==> src/rtl/alu_issue.sv <==
// RV32I OP / OP-IMM / BRANCH issue stage. It decodes one instruction, drives the
// external combinational ALU from a private register file, then retires the result.
module alu_issue #(
    parameter int NUM_REGS = 32
) (
    input  logic        clk,
    input  logic        rst_n,
    input  logic        instr_valid,
    output logic        instr_ready,
    input  logic [31:0] instr_word,
    output logic [3:0]  alu_command,
    output logic [31:0] alu_lhs,
    output logic [31:0] alu_rhs,
    input  logic [31:0] alu_res,
    output logic        done,
    output logic [31:0] done_result,
    output logic        branch_taken,
    output logic        illegal,
    input  logic [4:0]  dbg_addr,
    output logic [31:0] dbg_data
);

    typedef enum logic [1:0] {
        ST_IDLE = 2'd0,
        ST_EXEC = 2'd1,
        ST_WB   = 2'd2
    } state_t;

    localparam logic [3:0] CMD_ADD = 4'd0;
    localparam logic [3:0] CMD_SUB = 4'd1;
    localparam logic [3:0] CMD_AND = 4'd2;
    localparam logic [3:0] CMD_OR  = 4'd3;
    localparam logic [3:0] CMD_XOR = 4'd4;
    localparam logic [3:0] CMD_SLL = 4'd5;
    localparam logic [3:0] CMD_SRL = 4'd6;
    localparam logic [3:0] CMD_SRA = 4'd7;
    localparam logic [3:0] CMD_EQ  = 4'd8;
    localparam logic [3:0] CMD_NE  = 4'd9;
    localparam logic [3:0] CMD_LT  = 4'd10;
    localparam logic [3:0] CMD_LTU = 4'd11;
    localparam logic [3:0] CMD_GE  = 4'd12;
    localparam logic [3:0] CMD_GEU = 4'd13;

    localparam logic [6:0] OPC_OP     = 7'b0110011;
    localparam logic [6:0] OPC_IMM    = 7'b0010011;
    localparam logic [6:0] OPC_BRANCH = 7'b1100011;
    localparam logic [6:0] F7_ZERO    = 7'b0000000;
    localparam logic [6:0] F7_ALT     = 7'b0100000;
    localparam logic [5:0] REG_LIMIT  = 6'(NUM_REGS);

    function automatic logic reg_idx_ok(input logic [4:0] idx);
        return ({1'b0, idx} < REG_LIMIT);
    endfunction

    function automatic logic [3:0] arith_cmd(input logic [2:0] f3, input logic alt);
        logic [3:0] cmd;
        case (f3)
            3'b000:  cmd = alt ? CMD_SUB : CMD_ADD;
            3'b001:  cmd = CMD_SLL;
            3'b010:  cmd = CMD_LT;
            3'b011:  cmd = CMD_LTU;
            3'b100:  cmd = CMD_XOR;
            3'b101:  cmd = alt ? CMD_SRA : CMD_SRL;
            3'b110:  cmd = CMD_OR;
            3'b111:  cmd = CMD_AND;
            default: cmd = CMD_ADD;
        endcase
        return cmd;
    endfunction

    function automatic logic is_shift(input logic [3:0] cmd);
        return (cmd == CMD_SLL) || (cmd == CMD_SRL) || (cmd == CMD_SRA);
    endfunction

    state_t      state_r;
    state_t      state_next_s;
    logic [31:0] regs_r [32];

    logic        ready_r;
    logic [3:0]  cmd_r;
    logic [31:0] lhs_r;
    logic [31:0] rhs_r;
    logic [4:0]  rd_r;
    logic        write_r;
    logic        branch_r;
    logic        bad_r;
    logic        done_r;
    logic [31:0] result_r;
    logic        taken_r;
    logic        illegal_r;

    logic        accept_s;
    logic        capture_s;
    logic        retire_s;
    logic        ready_next_s;

    logic [6:0]  opcode_s;
    logic [4:0]  rd_s;
    logic [2:0]  funct3_s;
    logic [4:0]  rs1_s;
    logic [4:0]  rs2_s;
    logic [6:0]  funct7_s;
    logic [31:0] imm_s;
    logic [31:0] rs1_val_s;
    logic [31:0] rs2_val_s;
    logic [31:0] dbg_val_s;

    logic [3:0]  dec_cmd_s;
    logic [31:0] rhs_sel_s;
    logic        dec_write_s;
    logic        dec_branch_s;
    logic        dec_bad_s;
    logic        br_f3_ok_s;
    logic [3:0]  fin_cmd_s;
    logic [31:0] fin_lhs_s;
    logic [31:0] fin_rhs_s;

    assign opcode_s = instr_word[6:0];
    assign rd_s     = instr_word[11:7];
    assign funct3_s = instr_word[14:12];
    assign rs1_s    = instr_word[19:15];
    assign rs2_s    = instr_word[24:20];
    assign funct7_s = instr_word[31:25];
    assign imm_s    = {{20{instr_word[31]}}, instr_word[31:20]};

    // Register file read ports; x0 and unimplemented indices read as zero.
    always_comb begin
        if ((rs1_s != 5'd0) && reg_idx_ok(rs1_s)) begin
            rs1_val_s = regs_r[rs1_s];
        end else begin
            rs1_val_s = 32'd0;
        end
        if ((rs2_s != 5'd0) && reg_idx_ok(rs2_s)) begin
            rs2_val_s = regs_r[rs2_s];
        end else begin
            rs2_val_s = 32'd0;
        end
        if ((dbg_addr != 5'd0) && reg_idx_ok(dbg_addr)) begin
            dbg_val_s = regs_r[dbg_addr];
        end else begin
            dbg_val_s = 32'd0;
        end
    end

    // Instruction decode: ALU command, right-operand source and legality.
    always_comb begin
        dec_cmd_s    = CMD_ADD;
        rhs_sel_s    = rs2_val_s;
        dec_write_s  = 1'b0;
        dec_branch_s = 1'b0;
        dec_bad_s    = 1'b0;
        br_f3_ok_s   = 1'b1;
        case (opcode_s)
            OPC_OP: begin
                dec_write_s = 1'b1;
                dec_cmd_s   = arith_cmd(funct3_s, funct7_s[5]);
                dec_bad_s   = !((funct7_s == F7_ZERO) ||
                                ((funct7_s == F7_ALT) && ((funct3_s == 3'b000) || (funct3_s == 3'b101)))) ||
                              !reg_idx_ok(rs1_s) || !reg_idx_ok(rs2_s) || !reg_idx_ok(rd_s);
            end
            OPC_IMM: begin
                dec_write_s = 1'b1;
                rhs_sel_s   = imm_s;
                dec_cmd_s   = arith_cmd(funct3_s, (funct3_s == 3'b101) && funct7_s[5]);
                dec_bad_s   = ((funct3_s == 3'b001) && (funct7_s != F7_ZERO)) ||
                              ((funct3_s == 3'b101) && (funct7_s != F7_ZERO) && (funct7_s != F7_ALT)) ||
                              !reg_idx_ok(rs1_s) || !reg_idx_ok(rd_s);
            end
            OPC_BRANCH: begin
                dec_branch_s = 1'b1;
                case (funct3_s)
                    3'b000:  dec_cmd_s = CMD_EQ;
                    3'b001:  dec_cmd_s = CMD_NE;
                    3'b100:  dec_cmd_s = CMD_LT;
                    3'b101:  dec_cmd_s = CMD_GE;
                    3'b110:  dec_cmd_s = CMD_LTU;
                    3'b111:  dec_cmd_s = CMD_GEU;
                    default: br_f3_ok_s = 1'b0;
                endcase
                dec_bad_s = !br_f3_ok_s || !reg_idx_ok(rs1_s) || !reg_idx_ok(rs2_s);
            end
            default: dec_bad_s = 1'b1;
        endcase
    end

    // Final operands: the ALU shifts by the full rhs, so shift amounts are masked here.
    always_comb begin
        if (dec_bad_s) begin
            fin_cmd_s = CMD_ADD;
            fin_lhs_s = 32'd0;
            fin_rhs_s = 32'd0;
        end else begin
            fin_cmd_s = dec_cmd_s;
            fin_lhs_s = rs1_val_s;
            fin_rhs_s = is_shift(dec_cmd_s) ? {27'd0, rhs_sel_s[4:0]} : rhs_sel_s;
        end
    end

    // FSM state register.
    always_ff @(posedge clk or negedge rst_n) begin
        if (!rst_n) begin
            state_r <= ST_IDLE;
        end else begin
            state_r <= state_next_s;
        end
    end

    // FSM next-state logic.
    always_comb begin
        case (state_r)
            ST_IDLE: state_next_s = (instr_valid && ready_r) ? ST_EXEC : ST_IDLE;
            ST_EXEC: state_next_s = ST_WB;
            ST_WB:   state_next_s = ST_IDLE;
            default: state_next_s = ST_IDLE;
        endcase
    end

    // FSM output decode: per-state strobes for the datapath.
    always_comb begin
        accept_s     = (state_r == ST_IDLE) && instr_valid && ready_r;
        capture_s    = (state_r == ST_EXEC);
        retire_s     = (state_r == ST_WB);
        ready_next_s = (state_next_s == ST_IDLE);
    end

    // Issue, capture and retire registers.
    always_ff @(posedge clk or negedge rst_n) begin
        if (!rst_n) begin
            ready_r   <= 1'b0;
            cmd_r     <= CMD_ADD;
            lhs_r     <= 32'd0;
            rhs_r     <= 32'd0;
            rd_r      <= 5'd0;
            write_r   <= 1'b0;
            branch_r  <= 1'b0;
            bad_r     <= 1'b0;
            done_r    <= 1'b0;
            result_r  <= 32'd0;
            taken_r   <= 1'b0;
            illegal_r <= 1'b0;
        end else begin
            ready_r <= ready_next_s;
            if (accept_s) begin
                cmd_r    <= fin_cmd_s;
                lhs_r    <= fin_lhs_s;
                rhs_r    <= fin_rhs_s;
                rd_r     <= rd_s;
                write_r  <= dec_write_s && !dec_bad_s && (rd_s != 5'd0);
                branch_r <= dec_branch_s && !dec_bad_s;
                bad_r    <= dec_bad_s;
            end
            if (capture_s) begin
                done_r    <= 1'b1;
                result_r  <= bad_r ? 32'd0 : alu_res;
                taken_r   <= branch_r && alu_res[0];
                illegal_r <= bad_r;
            end else if (retire_s) begin
                done_r    <= 1'b0;
                result_r  <= 32'd0;
                taken_r   <= 1'b0;
                illegal_r <= 1'b0;
            end
        end
    end

    // Register file write at the end of WB; x0 and unimplemented entries never load.
    always_ff @(posedge clk or negedge rst_n) begin
        if (!rst_n) begin
            for (int i = 0; i < 32; i++) begin
                regs_r[i] <= 32'd0;
            end
        end else begin
            for (int i = 1; i < 32; i++) begin
                if (retire_s && write_r && (rd_r == 5'(i)) && (i < NUM_REGS)) begin
                    regs_r[i] <= result_r;
                end
            end
        end
    end

    assign instr_ready  = ready_r;
    assign alu_command  = cmd_r;
    assign alu_lhs      = lhs_r;
    assign alu_rhs      = rhs_r;
    assign done         = done_r;
    assign done_result  = result_r;
    assign branch_taken = taken_r;
    assign illegal      = illegal_r;
    assign dbg_data     = dbg_val_s;

endmodule

==> config.mk <==
export PLATFORM = sky130hd
export DESIGN_NAME = alu_issue
export DESIGN_NICKNAME = d
export VERILOG_FILES = /design/src/rtl/alu_issue.sv
export SDC_FILE = /design/constraint.sdc
export NUM_CORES = 2
export LEC_CHECK = 0
export ABC_CLOCK_PERIOD_IN_PS = 6000
export CAP_MARGIN = 10
export CORE_MARGIN = 2
export CORE_UTILIZATION = 54
export DETAILED_ROUTE_END_ITERATION = 7
export PLACE_DENSITY = 0.79
export SETUP_SLACK_MARGIN = 0.2
export SLEW_MARGIN = 20
export SYNTH_ARGS = -nofsm -noshare
export SYNTH_HDL_FRONTEND = slang
export SYNTH_SLANG_ARGS = --single-unit
==> constraint.sdc <==
create_clock -name clk -period 6 [get_ports clk]
set_input_delay 1.2 -clock clk [delete_from_list [all_inputs] [get_ports clk]]
set_output_delay 1.2 -clock clk [all_outputs]
set_load 0.02 [all_outputs]
### Word level (Yosys, flattened, before mapping)

Cells that the tools add are included.

* word-level logic and storage cells: 201
* bits in registers: 1106
* output and inout bits: 136
* input bits: 72

* reduce and logical (&&, ||, !) cells: 64
* mux-type cells: 39
* order comparisons: 3
* equal/unequal tests: 48
* bitwise logic cells: 3

Operators by type and width (number)
* 32-bit 2-to-1 mux: 16
* 32-bit binary-select mux with 5-bit select: 3
* 5-bit == test (second input constant): 16
* 4-bit case mux with 8 select lines: 2
* 1-bit logical AND: 44
* 5-bit by 4-bit == test with 1-bit output (second input constant): 8
* 4-bit case mux with 6 select lines: 1
* 5-bit by 3-bit == test with 1-bit output (second input constant): 4
* 5-bit nonzero test: 4
* 6-bit greater-or-equal comparator (second input constant): 3
* 5-bit inverter with 6-bit output: 3
* 7-bit by 6-bit == test with 1-bit output (second input constant): 2
* 1-bit 2-to-1 mux: 13
* 3-bit == test (second input constant): 4
* 4-bit by 3-bit == test with 1-bit output (second input constant): 3
* 4-bit case mux with 3 select lines: 1
* 5-bit by 2-bit == test with 1-bit output (second input constant): 2
* 7-bit by 5-bit == test with 1-bit output (second input constant): 1
* 7-bit == test (second input constant): 1
* 7-bit logical NOT: 1
* 7-bit by 6-bit != test with 1-bit output (second input constant): 1
* 7-bit nonzero test: 1
* 3-bit by 2-bit == test with 1-bit output (second input constant): 2
* 6-bit OR reduction: 1
* other kinds (13): 20

### Depth between registers and ports, before layout

* depth in word-level cells: 10
* mapped depth: 11
* depth with buffers taken out: 8

### Least setup slack after synthesis

OpenSTA, ideal clock, no wires.

* path kind: input to output
* from: input dbg_addr[1]
* to: output dbg_data[0]
* required time: 4.800 ns
* stages on the path: 7
* path slack: 1.508 ns
* arrival time: 3.292 ns
* path buffers: 4
* path through: clkbuf_1 > buf_2 > clkbuf_1 > clkbuf_1 > mux4_2 > mux4_2 > mux2_2

* cells in the longest elaborated chain, start to end: 5
* elaborated cells between the ends (all ways): 6
* classes of those cells: mux (4); bitwise (1); reduce/logical (1)

RTL lines
* start: declaration: line 19 `input logic [4:0] dbg_addr,`
* 5-bit inverter with 6-bit output (not written as such): line 139 `dbg_val_s = regs_r[dbg_addr];`
* 32-bit binary-select mux with 5-bit select: line 139
* 32-bit 2-to-1 mux (not written as such) (2 in series): line 139
* 32-bit 2-to-1 mux (*): line 138 `if ((dbg_addr != 5'd0) && reg_idx_ok(dbg_addr)) begin`
* end: declaration: line 20 `output logic [31:0] dbg_data`

Every way passes the cells marked *; elsewhere a longest branch is shown, timed or not. The select of a mux whose other input is x is not followed.

### Worst setup path after layout

* from: input dbg_addr[0]
* to: output dbg_data[15]

Same word-level chain as after synthesis.

==> impl_metrics.toml <==
[run_status]
status = "completed"

[timing]
finalSetupViolations = 0
slew_viol_final = 0
final_hold_viol_count = 0
fmax_mhz = 181
finalCritPeriodShare_pct = 92.3
fin_skew_ns = 0.0366
worst_slew_pin_slew_ns = 1.30
tns_ns = 0
rsz0062_at_grt = "no"
post-route-min-period_ns = 5.54
max_slew_margin_pct = 13.3

[setup_path]
crit_fanout = 63
critical_path_class = "input pin to primary output"
r2r_setup_slack_ns = 2.29
worst_setup_path_end_kind = "primary output"
cpMostUsedCell = "mux4_2"
crit_family = "buffers and inverters"
reg2reg_from = "state_r[0]"
rr_worst_depth = 8
cp_data_arrival_time_ns = 4.34
cp_cell_sequence = "buf_8, buf_4, mux4_2, mux4_2, mux2_2, clkdlybuf4s50_1"
cpMaxStageDelayCell = "buf_8"
r2r_end = "regs_r[559]"
required_ns = 4.80
cp_num_buf_inv = 3
cpPeakStageDelay_ns = 0.61
start_kind = "input pin"

[detailed_routing]
drc = 0
firstDrtPassIters = 6
num_vias = 50600
avgViaCountPerCell = 7.71
routed_wl_mm = 234
wl_per_cell_um = 35.7
ant_nets = 0
drt_iter0_drc = 7927

[yosys]
synthDistinctLibCells = 58
synthTopCellsByArea = "dfrtp_1 (43%), mux4_2 (23%), mux2_2 (14%), o21ai_0 (3.7%), nand2_1 (3.1%)"
synth_flop_cell = "dfrtp_1"
synth_area_um2 = 64500
ys_ff_latch = 1106
synth_top_area_share_pct = 42.9
syn_nets = 5048
synth_area_leader_cell = "dfrtp_1"
synth_sequential_area_ratio_pct = 42.9
syn_inst = 4973
syn_avg_cell_area_um2 = 13.0
synth_edf_count = 0
yosys_warnings = 32
synthArstFlopShare_pct = 100

[layout]
nNetsFinal = 4996
area_growth_pct = 12.1
fin_cells = 6562
drive_gt1_share_pct = 37.5

[min_path]
hp-start = "alu_command[3]"
whs_endpoint = "alu_command[3]"
min_path_type = "flop to flop"
holdPathStages = 2

[global_routing]
grt_pass1_wl_mm = 342
grt_pass1_vias = 49900
antenna_found_initial = 12
track_usage_pct = 38.3
grt_max_degree = 170
grt-ovfl-total = 0

[die]
die_w_um = 349
start_util_pct = 54.5
core_area_um2 = 118000
pin_count = 208
num_rows = 126
dieArea_um2 = 122000
chipHeight_um = 349

[clock_tree]
cts_tree = "built"
clock-root-buffer = "clkbuf_16"
cts.clk_slew.worst_paths_ns = 0.06
clk_latency_ns = 0.73
numClockSinks = 1106
cts-buffers-inserted = 115
cts_resized = 0
htreeDepth = 3
post_cts_buffers = 0
postCtsHoldBufs = 0
clk_path_buf_depth = 3

[power_and_ir_drop]
cellPowerDensity_nw_per_um2 = 235
leakage_nw = 30.8
irDropWorstVdd_uv = 253

[placed_design]
dp.cells = 6336
place_congestion = 0.953
hpwl_mm = 141
port-buffer-count = 207

[flow_run]
cap_violations = 0
registers in the layout (all words and copies together) (netlist names):
name,cells
done_result,32
alu_command,4
illegal,1
rd_r,5
branch_taken,1
alu_lhs,32
instr_ready,1
bad_r,1
done,1
regs_r,992
alu_rhs,32
write_r,1
branch_r,1
state_r,2
report_power, final:
part           leakage, nW  switching [mW]  internal, mW
Sequential            15.4           0.108          7.50
Combinational         13.4            1.25         0.479
Clock                 1.96            3.14          4.49
per-layer routing:
metal	routed length (um)	global-route usage, %	vias to the layer above
met4	17900	24.9	14
met5	83	0	-
met3	37900	16.6	1207
met1	79500	48.9	25300
met2	98900	53.4	4983
li1	-	-	19100
synthesized netlist by cell type, types with 8 or more instances:
cell type,count
a22oi_1,94
a2bb2oi_1,11
mux2i_1,181
a221oi_1,86
nand4_1,23
clkbuf_1,383
buf_2,97
nor2_1,64
a22o_1,40
o32ai_1,11
o21ai_0,471
nor2b_1,28
a221o_1,17
buf_1,35
o22ai_1,23
a211o_1,8
dfrtp_1,1106
mux2_2,820
inv_1,44
nand2b_1,8
o221ai_1,22
nor3_1,12
nand3_1,58
o31ai_1,12
and2_1,14
a21oi_1,35
nand2_1,538
buf_4,14
mux4_2,646
a211oi_1,13
layout by cell type (no fill, tap or decap), types with 11 or more instances in the layout:
cell / instances
dfrtp_1: 1106
mux2_2: 820
mux4_2: 646
nand2_1: 534
o21ai_0: 471
clkdlybuf4s50_1: 194
mux2i_1: 181
buf_4: 124
clkbuf_16: 118
a22oi_1: 94
a221oi_1: 86
nand3_1: 51
inv_1: 44
a22o_1: 40
nor2_1: 40
a21oi_1: 35
clkbuf_8: 33
buf_12: 28
nand4_1: 23
o22ai_1: 23
o221ai_1: 22
nor2_4: 21
nor2b_1: 20
clkbuf_1: 20
clkinv_2: 18
a221o_1: 17
diode_2: 14
and2_1: 13
a211oi_1: 13
o31ai_1: 12
bufinv_16: 12
o32ai_1: 11
a2bb2oi_1: 11
cell families (layout without fill, tap and decap cells):
| family | after synthesis | in the layout | synth area share (%) |
|---|---|---|---|
| buf+inv | 576 | 615 | 3.64 |
| mux | 1647 | 1647 | 39.7 |
| flops | 1106 | 1106 | 42.9 |
| xor+xnor | 1 | 1 | 0.0136 |
| simple gates | 774 | 774 | 5.09 |
| compound gates | 866 | 866 | 8.55 |
| other cells | 0 | 14 | 0 |
| fa+ha+maj | 3 | 3 | 0.0582 |
worst max path at each step:
stage	end	startpoint	depth (start not counted)
after global routing	dbg_data[15]	dbg_addr[0]	6
after global placement	dbg_data[15]	dbg_addr[0]	6
after detailed placement	dbg_data[15]	dbg_addr[0]	6
after floorplan	dbg_data[0]	dbg_addr[1]	7
after CTS	dbg_data[15]	dbg_addr[0]	6
final	dbg_data[15]	dbg_addr[0]	6
worst register-to-register path: stages, from the launching register on:
cell and delay (ns):
dfrtp_1 0.38, inv_1 0.09, ha_1 0.18, nand2_1 0.08, nor2_1 0.52, nand2_1 0.30
nor2_4 0.96, buf_4 0.66, mux2_2 0.44
metrics by stage:
step	power (mW)	utilization [%]	hold slack, ns	instance area [um^2]	setup slack (ns)
6_report	17.0	61.1	0.475	72300	0.464
4_1_cts	16.9	61.0	0.486	72100	0.485
5_1_grt	17.3	61.1	0.520	72200	0.377
3_5_place_dp	9.43	57.6	0.473	68100	0.542
2_1_floorplan	8.55	-	0.450	64500	1.51
3_3_place_gp	9.40	57.6	0.465	68100	0.552
final cells by class:
cell class | instances | area [um^2]
Sequential cell | 1106 | 27700
Clock buffer | 171 | 3480
Tap cell | 1536 | 1920
Fill cell | 8686 | 46000
Clock inverter | 37 | 515
Multi-Input combinational cell | 3291 | 34800
Timing Repair Buffer | 361 | 3670
Antenna cell | 14 | 35.0
Inverter | 46 | 174
Note: power is estimated with default switching activity, not from simulation.
